File: config.mk
export PLATFORM = sky130hd
export DESIGN_NAME = msub_seq_flat
export DESIGN_NICKNAME = d
export VERILOG_FILES = /design/src/rtl/msub_pkg.sv /design/src/rtl/msub_seq_if.sv /design/src/rtl/msub_seq_limb_sub.sv /design/src/rtl/msub_seq.sv /design/src/flat_wrapper.sv
export SDC_FILE = /design/constraint.sdc
export NUM_CORES = 1
export LEC_CHECK = 0
export CAP_MARGIN = 20
export CORE_MARGIN = 8
export CORE_UTILIZATION = 39
export CTS_CLUSTER_SIZE = 24
export DETAILED_ROUTE_END_ITERATION = 7
export GPL_ROUTABILITY_DRIVEN = 0
export MAX_ROUTING_LAYER = met4
export SLEW_MARGIN = 20
export SYNTH_ARGS = -nofsm -noshare
export SYNTH_HDL_FRONTEND = slang
export SYNTH_HIERARCHICAL = 1
export SYNTH_SLANG_ARGS = --single-unit
File: constraint.sdc
create_clock -name clk -period 4.09 [get_ports clk]
set_clock_uncertainty 0.15 [all_clocks]
set_input_delay 1.227 -clock clk [delete_from_list [all_inputs] [get_ports clk]]
set_output_delay 1.227 -clock clk [all_outputs]
set_load 0.1 [all_outputs]
File: src/rtl/msub_pkg.sv
// Shared definitions for the multi-precision subtract sequencer:
// state encodings, the FSM state type and a small sizing helper.
package msub_pkg;

    localparam logic [1:0] ST_IDLE = 2'd0;
    localparam logic [1:0] ST_RUN  = 2'd1;
    localparam logic [1:0] ST_DONE = 2'd2;

    typedef enum logic [1:0] {
        IDLE = ST_IDLE,
        RUN  = ST_RUN,
        DONE = ST_DONE
    } state_t;

    // Limb index width: enough bits to count 0..k-1, never narrower than one bit.
    function automatic int idxWidth(input int k);
        int w;
        w = $clog2(k);
        return (w < 1) ? 1 : w;
    endfunction

endpackage

File: src/rtl/msub_seq_if.sv
// Request/result bundle of the subtract sequencer. The master issues the
// operation request; the slave (the sequencer) returns status and result.
interface msub_seq_if #(
    parameter int N = 4,
    parameter int K = 4
);
    localparam int W = N * K;

    logic         start;
    logic [W-1:0] a;
    logic [W-1:0] b;
    logic         bin;
    logic         busy;
    logic         done;
    logic [W-1:0] diff;
    logic         bout;

    modport master (
        output start, a, b, bin,
        input  busy, done, diff, bout
    );

    modport slave (
        input  start, a, b, bin,
        output busy, done, diff, bout
    );

endinterface

File: src/rtl/msub_seq_limb_sub.sv
// One N-bit limb subtractor with borrow in and borrow out. Purely
// combinational; the sequencer time-multiplexes a single instance.
module limb_sub #(
    parameter int N = 4
) (
    input  logic [N-1:0] x,
    input  logic [N-1:0] y,
    input  logic         bi,
    output logic [N-1:0] d,
    output logic         bo
);

    logic [N:0] full;

    // Subtract in N+1 bits so the top bit falls out as the borrow.
    always_comb begin
        full = {1'b0, x} - {1'b0, y} - {{N{1'b0}}, bi};
    end

    assign d  = full[N-1:0];
    assign bo = full[N];

endmodule

File: src/rtl/msub_seq.sv
// Multi-precision subtract sequencer: computes a - b - bin on K limbs of N
// bits, one limb per cycle from the least significant limb upward, chaining
// the borrow through a register. All outputs are registered.
module msub_seq
    import msub_pkg::*;
#(
    parameter int N = 4,
    parameter int K = 4
) (
    input logic      clk,
    input logic      rst,
    msub_seq_if.slave bus
);

    localparam int W  = N * K;
    localparam int IW = idxWidth(K);
    localparam logic [IW-1:0] LAST_IDX = IW'(K - 1);

    state_t        state_q;
    logic [IW-1:0] idx_q;
    logic          borrow_q;
    logic [W-1:0]  a_q;
    logic [W-1:0]  b_q;
    logic [W-1:0]  diff_q;
    logic          bout_q;
    logic          busy_q;
    logic          done_q;

    logic [N-1:0]  x_d;
    logic [N-1:0]  y_d;
    logic [N-1:0]  limb_d;
    logic          borrow_d;

    assign x_d = a_q[idx_q*N +: N];
    assign y_d = b_q[idx_q*N +: N];

    limb_sub #(.N(N)) u_limb (
        .x  (x_d),
        .y  (y_d),
        .bi (borrow_q),
        .d  (limb_d),
        .bo (borrow_d)
    );

    // Sequencer FSM: accepts a request when not busy, walks the limbs, and
    // pulses done once the top limb and the final borrow are stored.
    always_ff @(posedge clk) begin
        if (rst) begin
            state_q  <= IDLE;
            idx_q    <= '0;
            borrow_q <= 1'b0;
            a_q      <= '0;
            b_q      <= '0;
            diff_q   <= '0;
            bout_q   <= 1'b0;
            busy_q   <= 1'b0;
            done_q   <= 1'b0;
        end else begin
            case (state_q)
                IDLE, DONE: begin
                    done_q <= 1'b0;
                    if (bus.start) begin
                        a_q      <= bus.a;
                        b_q      <= bus.b;
                        borrow_q <= bus.bin;
                        idx_q    <= '0;
                        diff_q   <= '0;
                        bout_q   <= 1'b0;
                        busy_q   <= 1'b1;
                        state_q  <= RUN;
                    end else begin
                        busy_q  <= 1'b0;
                        state_q <= IDLE;
                    end
                end
                RUN: begin
                    diff_q[idx_q*N +: N] <= limb_d;
                    borrow_q             <= borrow_d;
                    if (idx_q == LAST_IDX) begin
                        idx_q   <= '0;
                        bout_q  <= borrow_d;
                        busy_q  <= 1'b0;
                        done_q  <= 1'b1;
                        state_q <= DONE;
                    end else begin
                        idx_q <= idx_q + 1'b1;
                    end
                end
                default: begin
                    idx_q   <= '0;
                    busy_q  <= 1'b0;
                    done_q  <= 1'b0;
                    state_q <= IDLE;
                end
            endcase
        end
    end

    assign bus.busy = busy_q;
    assign bus.done = done_q;
    assign bus.diff = diff_q;
    assign bus.bout = bout_q;

endmodule

File: src/flat_wrapper.sv
// flat-port wrapper written by rule: the top's interface ports become plain ports
module msub_seq_flat import msub_pkg::*;
#(
    parameter int N = 4,
    parameter int K = 4
)
  (clk, rst, bus_start, bus_a, bus_b, bus_bin, bus_busy, bus_done, bus_diff, bus_bout);
  msub_seq_if #(.N(N), .K(K)) bus_i ();
  input logic clk;
  input logic rst;
  input wire logic [$bits(bus_i.start)-1:0] bus_start;
  input wire logic [$bits(bus_i.a)-1:0] bus_a;
  input wire logic [$bits(bus_i.b)-1:0] bus_b;
  input wire logic [$bits(bus_i.bin)-1:0] bus_bin;
  output wire logic [$bits(bus_i.busy)-1:0] bus_busy;
  output wire logic [$bits(bus_i.done)-1:0] bus_done;
  output wire logic [$bits(bus_i.diff)-1:0] bus_diff;
  output wire logic [$bits(bus_i.bout)-1:0] bus_bout;
  assign bus_i.start = bus_start;
  assign bus_i.a = bus_a;
  assign bus_i.b = bus_b;
  assign bus_i.bin = bus_bin;
  assign bus_busy = bus_i.busy;
  assign bus_done = bus_i.done;
  assign bus_diff = bus_i.diff;
  assign bus_bout = bus_i.bout;
  msub_seq #(.N(N), .K(K)) u_core (.clk(clk), .rst(rst), .bus(bus_i));
endmodule
# After elaboration in Yosys (flattened, before gate mapping)
# Index checks and enable logic that the tools add are counted.
# Widths: inputs -> output; s select.
[totals]
wordCells = 47
reg_bits = 56
input_bits = 36
[classes]
bitwise_logic = 1
n_eq_ne = 5
n_reduce_logical = 7
mux = 17
addsub = 4
shifts = 4
[ops]
columns = ["cell", "count"]
rows = [
  ["$neg 4->34", 1],
  ["$shift 4x34->16 const A", 1],
  ["$shiftx 4x34->16", 1],
  ["$pmux 16 s2", 1],
  ["$shiftx 16x5->4", 2],
  ["$bwmux 16", 1],
  ["$mux 16", 1],
  ["$pmux 2 s2", 2],
  ["$mux 1", 6],
  ["$mux 2", 3],
  ["$pmux 1 s2", 3],
  ["$sub 4x4->5", 1],
  ["$sub 5x1->5", 1],
  ["$eq 2x2->1 const B", 2],
  ["$reduce_and 2->1", 2],
  ["$reduce_or 2->1", 2],
  ["$reduce_and 3->1", 1],
  ["$add 2x1->2 const B", 1],
  ["$eq 2x1->1 const B", 1],
  ["$logic_not 2->1", 1],
  ["$ne 2x1->1 const B", 1],
  ["$ne 2x2->1 const B", 1],
  ["$reduce_bool 2->1", 1],
  ["$not 1->1", 1],
]

# Logic depth before layout (Yosys ltp)
[depth]
ltp_word = 6
depth_mapped = 12
depth_no_buf = 11

# Cells and area by module
# The synthesis kept the hierarchy.
[modules_own_cells]
columns = ["module", "instances", "area_each_um2", "seq_area_each_um2", "cells_each"]
rows = [
  ["msub_seq", 1, 2346.0, 1121.1, 243],
  ["limb_sub", 1, 207.7, 0.0, 24],
]

# Worst setup path after synthesis
# No wires, ideal clock.
[synth_timing]
path_kind = "register -> register"
start = "register u_core.idx_q[0]"
end = "register u_core.bout_q, in the netlist u_core/bus.bout"
required_ns = 3.870
arrival_time_ns = 2.767
synth_period_minus_slack_ns = 2.987
path_buffers = 1
path_stages_with_launch = 10
slack_ns = 1.103
path_cell_list = "dfxtp_1 -> buf_6 -> mux4_2 -> fa_1 -> fa_1 -> nand2b_1 -> a21oi_2 -> xor2_1 -> a31oi_1 -> a21oi_1"
[synth_via]
elab_chain_len = 5
elab_cells_between_ends = 9
[synth_lines]
columns = ["item", "line_no", "rtl"]
rows = [
  ["start, declared", "msub_seq.sv:20", "logic [IW-1:0] idx_q;"],
  ["start signal, assigned", "msub_seq.sv:86", "idx_q <= idx_q + 1'b1;"],
  ["$shiftx 16x5->4", "msub_seq.sv:34", "assign x_d = a_q[idx_q*N +: N];"],
  ["via u_core.x_d[0]", "msub_seq.sv:29", "logic [N-1:0] x_d;"],
  ["$sub 4x4->5", "msub_seq_limb_sub.sv:17", "full = {1'b0, x} - {1'b0, y} - {{N{1'b0}}, bi};"],
  ["$sub 5x1->5", "msub_seq_limb_sub.sv:17", ""],
  ["via u_core.borrow_d", "msub_seq.sv:32", "logic borrow_d;"],
  ["$mux 1", "msub_seq.sv:79", "if (idx_q == LAST_IDX) begin"],
  ["$pmux 1 s2", "msub_seq.sv:59", "case (state_q)"],
  ["end signal, assigned", "msub_seq.sv:81", "bout_q <= borrow_d;"],
  ["end, declared", "msub_seq.sv:25", "logic bout_q;"],
]
# The timed path passes the listed nets, and every way through them passes these cells. The select of a mux whose other input is x is not followed.
# A chain may end at the register's enable or synchronous reset.

# Final worst setup path
[layout_timing]
start = "register u_core.diff_q[4], in the netlist u_core/bus.diff[4]"
end = "output port bus_diff[4]"
[layout_rtl]
columns = ["item", "line_no", "rtl"]
rows = [
  ["start, declared", "msub_seq.sv:24", "logic [W-1:0] diff_q;"],
  ["start signal, assigned by index", "msub_seq.sv:77", "diff_q[idx_q*N +: N] <= limb_d;"],
  ["end, declared", "flat_wrapper.sv:17", "output wire logic [$bits(bus_i.diff)-1:0] bus_diff;"],
]
# No word-level cell between the ends.

==> parameters.txt <==
Parameter                              Value

Timing
  Post-Route Setup TNS ... 0 ps
  Max Transition Viols Final ... 0
  Maximum clock frequency ... 318 MHz
  Final worst-path setup slack ... 943 ps
  Fin. Hold Viols ... 0
  Tightest Pin Transition ... 961 ps
  Number of setup violations in the final report ... 0
  Setup repair after global routing missed its margin ... no
  Final critical-path share of the clock period ... 76.9%
  Worst slew slack as a fraction of its limit ... 35.7%
  Minimum period implied by the final worst setup slack ... 3150 ps

Final layout
  Count of inserted antenna diode cells ... 0
  Proportion of layout cells with a drive suffix above 1 ... 15.1%
  Area growth, synth to finish ... 24.3%
  Non-filler instance count after layout ... 394
  Post-Route Utilization ... 50.0%
  Fillers ... 620
  Number of nets in the layout ... 366

Worst setup path
  Critical Setup Path Class ... flop to primary output
  Depth of the worst register-to-register path ... 8
  Element type at the critical path start ... flop
  Peak fanout along the critical path ... 2
  Required @ worst endpoint ... 2710 ps
  R2R Setup Slk ... 990 ps
  Worst r2r dst ... u_core/borrow_q$_SDFFE_PP0P_
  Crit. End Element ... primary output
  Buffers and inverters on the worst path ... 1
  Worst reg2reg path startpoint ... u_core/idx_q[0]$_SDFFE_PP0P_
  Kind of cell adding the most delay to the critical path ... buffers and inverters
  Cell Chain, Critical Path ... clkdlybuf4s50_1
  Critical Path AT ... 1770 ps
  Max incr delay on CP ... 1130 ps
  Critical Path Slowest Stage Cell ... clkdlybuf4s50_1

Routing
  Routed wire length ... 5.55 mm
  First-pass iteration count of the detailed router ... 4
  Via total after detailed routing ... 1941
  Residual antenna-violating net count after detailed routing ... 0
  Number of violations reported at the end of detailed-routing iteration 0 ... 71
  DRC ... 0
  Via-per-instance ratio ... 4.93
  WL per Instance ... 14.1 um

Clocking
  Clock insertion delay at the later pin of the skew report ... 310 ps
  # hold bufs at CTS ... 0
  H-tree depth ... 2
  Sink Count ... 56
  Number of cells upsized or downsized after cts ... 0
  Number of buffers created by CTS ... 5
  Library cell used as clock root buffer ... clkbuf_8
  CTS tree ... built
  Clock slew at the register clock pins of the worst setup and hold paths ... 100 ps
  Maximum buffer depth of the clock tree ... 2
  Post-CTS setup buffers ... 0

Floorplanning
  Initial cell density of the core ... 40.2%
  Std-Cell Rows ... 29
  Die ar. ... 9390 um2
  Placeable core region ... 6350 um2
  Height of the die ... 96.9 um
  Die width ... 96.9 um
  Ports placed on the boundary ... 55

Yosys
  Gate count of the mapped netlist ... 267
  Synth Area in Compound Gates ... 16.6%
  Post-synthesis share of cell area spent on and, or, nand and nor gates ... 17.5%
  Post-synthesis adder-cell area fraction ... 7.45%
  Total standard cell area after synthesis ... 2550 um2
  Flip-flop and latch count after synthesis ... 56
  Number of warnings issued by yosys ... 6
  Most area-hungry cell type in the Yosys netlist ... dfxtp_1
  Area share of the leading cell type in the synthesized netlist ... 43.9%
  Share of the synthesized netlist area taken by xor and xnor gates ... 1.37%
  Multiplexer area fraction after synthesis ... 7.06%
  Largest cells by area after synthesis ... dfxtp_1 44%, nand2_1 9.6%, a21oi_1 7.1%, mux4_2 7.1%, ha_1 5.9%
  Syn Nets ... 317
  Average instance area after synthesis ... 9.56 um2
  Yosys cell types ... 34
  Combinational family with the most area after synthesis ... simple AND/OR/NAND/NOR gates
  Portion of the post-synthesis area used by sequential elements ... 43.9%

Place
  Count of buffers from port buffering ... 54
  Number of placed cells counting well taps ... 386
  HPWL after DPL ... 4.25 mm
  DP Worst Slack ... 1020 ps

Global routing
  Wire length of the first global-routing pass ... 9.61 mm
  Vias in the first global route ... 2004
  Overflow after GRT ... 0
  Initial antenna violation count ... 0
  Global routing usage summed across all routing layers ... 12.4%
  Maximum number of pins on one net before global-route repair ... 37

Pwr
  PD cells ... 362 nW/um2
  Leakage component of the power ... 1.23 nW
  Highest ir drop seen on vdd ... 183 uV

Run status
  Result of the run ... complete, no violations

Hold path
  Worst hold path class ... flop to flop
  Hold_sp ... u_core/a_q[9]$_SDFFE_PP0P_
  Hold Path Sink ... u_core/a_q[9]$_SDFFE_PP0P_
  Cells on Worst Hold Path ... 2

Job
  Count of max-cap constraint violations ... 0
-- kinds of logic after synthesis --
group	after synthesis
AO/OA/AOI/OAI	62
XOR/XNOR	4
adder cells (fa/ha/maj)	14
buffers and inverters	31
flip-flops	56
multiplexers	8
AND/OR/NAND/NOR	92
-- routing by layer --
| metal | share of wire [%] | track usage, % | up-vias |
|---|---|---|---|
| li1 | - | - | 1008 |
| met1 | 50 | 16.0 | 875 |
| met2 | 44 | 18.4 | 48 |
| met3 | 4.2 | 2.99 | 10 |
| met4 | 1.7 | 4.38 | 0 |
| met5 | 0 | - | - |
-- synthesized netlist by cell type --
cell,n
o2bb2ai_1,4
nor3_1,1
o32a_1,1
fa_1,2
nand2_1,65
nor4bb_1,1
a211oi_4,1
buf_6,2
a211oi_2,3
a21oi_1,36
ha_1,12
and3_1,1
a22oi_1,1
clkbuf_1,5
buf_2,5
nor2_1,4
inv_1,14
a21oi_2,1
nand3b_1,3
a22o_1,12
o21ai_0,1
nor2b_1,6
a31oi_1,1
mux4_2,8
nor3b_1,2
buf_4,5
xor2_1,4
o21a_1,1
nand2b_1,4
and4bb_1,1
nor4b_4,1
nand3_1,2
nor4_4,1
dfxtp_1,56
-- layout make-up --
cell class                 instances  area (um2)  share of cell area (%)
clock buffer                       6        82.6                    2.60
clock inverter                     2        13.8                   0.434
inverter                          14        52.6                    1.66
multi-input combinational        180        1280                    40.3
sequential                        56        1120                    35.3
tap                               77        96.3                    3.04
timing repair buffer              59         528                    16.6
-- state kept, by name, indices dropped and copies added, names as in the netlist --
| name | cells |
|---|---|
| u_core/bus.busy | 1 |
| u_core/borrow_q | 1 |
| u_core/bus.bout | 1 |
| u_core/idx_q | 2 |
| u_core/b_q | 16 |
| u_core/a_q | 16 |
| u_core/bus.done | 1 |
| u_core/bus.diff | 16 |
| u_core/state_q | 2 |
-- power breakdown --
part           internal [mW]  switching, mW  leakage, nW
Combinational          0.107          0.136        0.722
Clock                  0.139          0.177       0.0516
Sequential             0.571         0.0170        0.457
Total                  0.817          0.330         1.23
-- how the worst max path moves through the flow --
stage,startpoint,endpoint,slack [ps],cells past startpoint
2_1_floorplan,u_core/idx_q[0]$_SDFFE_PP0P_,u_core/bus.bout$_SDFFE_PP0P_,1100,9
6_report,u_core/bus.diff[4]$_SDFFE_PP0P_,bus_diff[4],940,1
5_1_grt,u_core/idx_q[0]$_SDFFE_PP0P_,u_core/bus.diff[15]$_SDFFE_PP0P_,750,10
4_1_cts,u_core/bus.diff[4]$_SDFFE_PP0P_,bus_diff[4],920,1
3_3_place_gp,bus_start,u_core/borrow_q$_SDFFE_PP0P_,1080,5
3_5_place_dp,bus_start,u_core/borrow_q$_SDFFE_PP0P_,1020,5
-- cells in the final DEF, fill, tap and decap left out, drive strengths merged --
cell type	instances
a22o	12
clkdlybuf4s50	35
and4bb	1
nor4	1
nor2b	6
a31oi	1
a211oi	4
nor3	1
o21a	1
nor3b	2
a21oi	37
buf	24
ha	12
clkbuf	6
nand3	2
clkinv	1
nor4b	1
o32a	1
and3	1
fa	2
nor4bb	1
inv	15
nand2	65
o21ai	1
nand2b	4
nor2	4
mux4	8
nand3b	3
dfxtp	56
a22oi	1
o2bb2ai	4
xor2	4
-- through the flow --
stage / total power, mW / hold WS [ps] / cell area (um2)
after floorplan: 0.776 / 283 / 2550
after global placement: 0.846 / 292 / 3080
after detailed placement: 0.847 / 295 / 3080
after CTS: 1.16 / 309 / 3170
after global routing: 1.21 / 336 / 3170
final: 1.15 / 305 / 3170
Power figures use the tool's default switching activity.
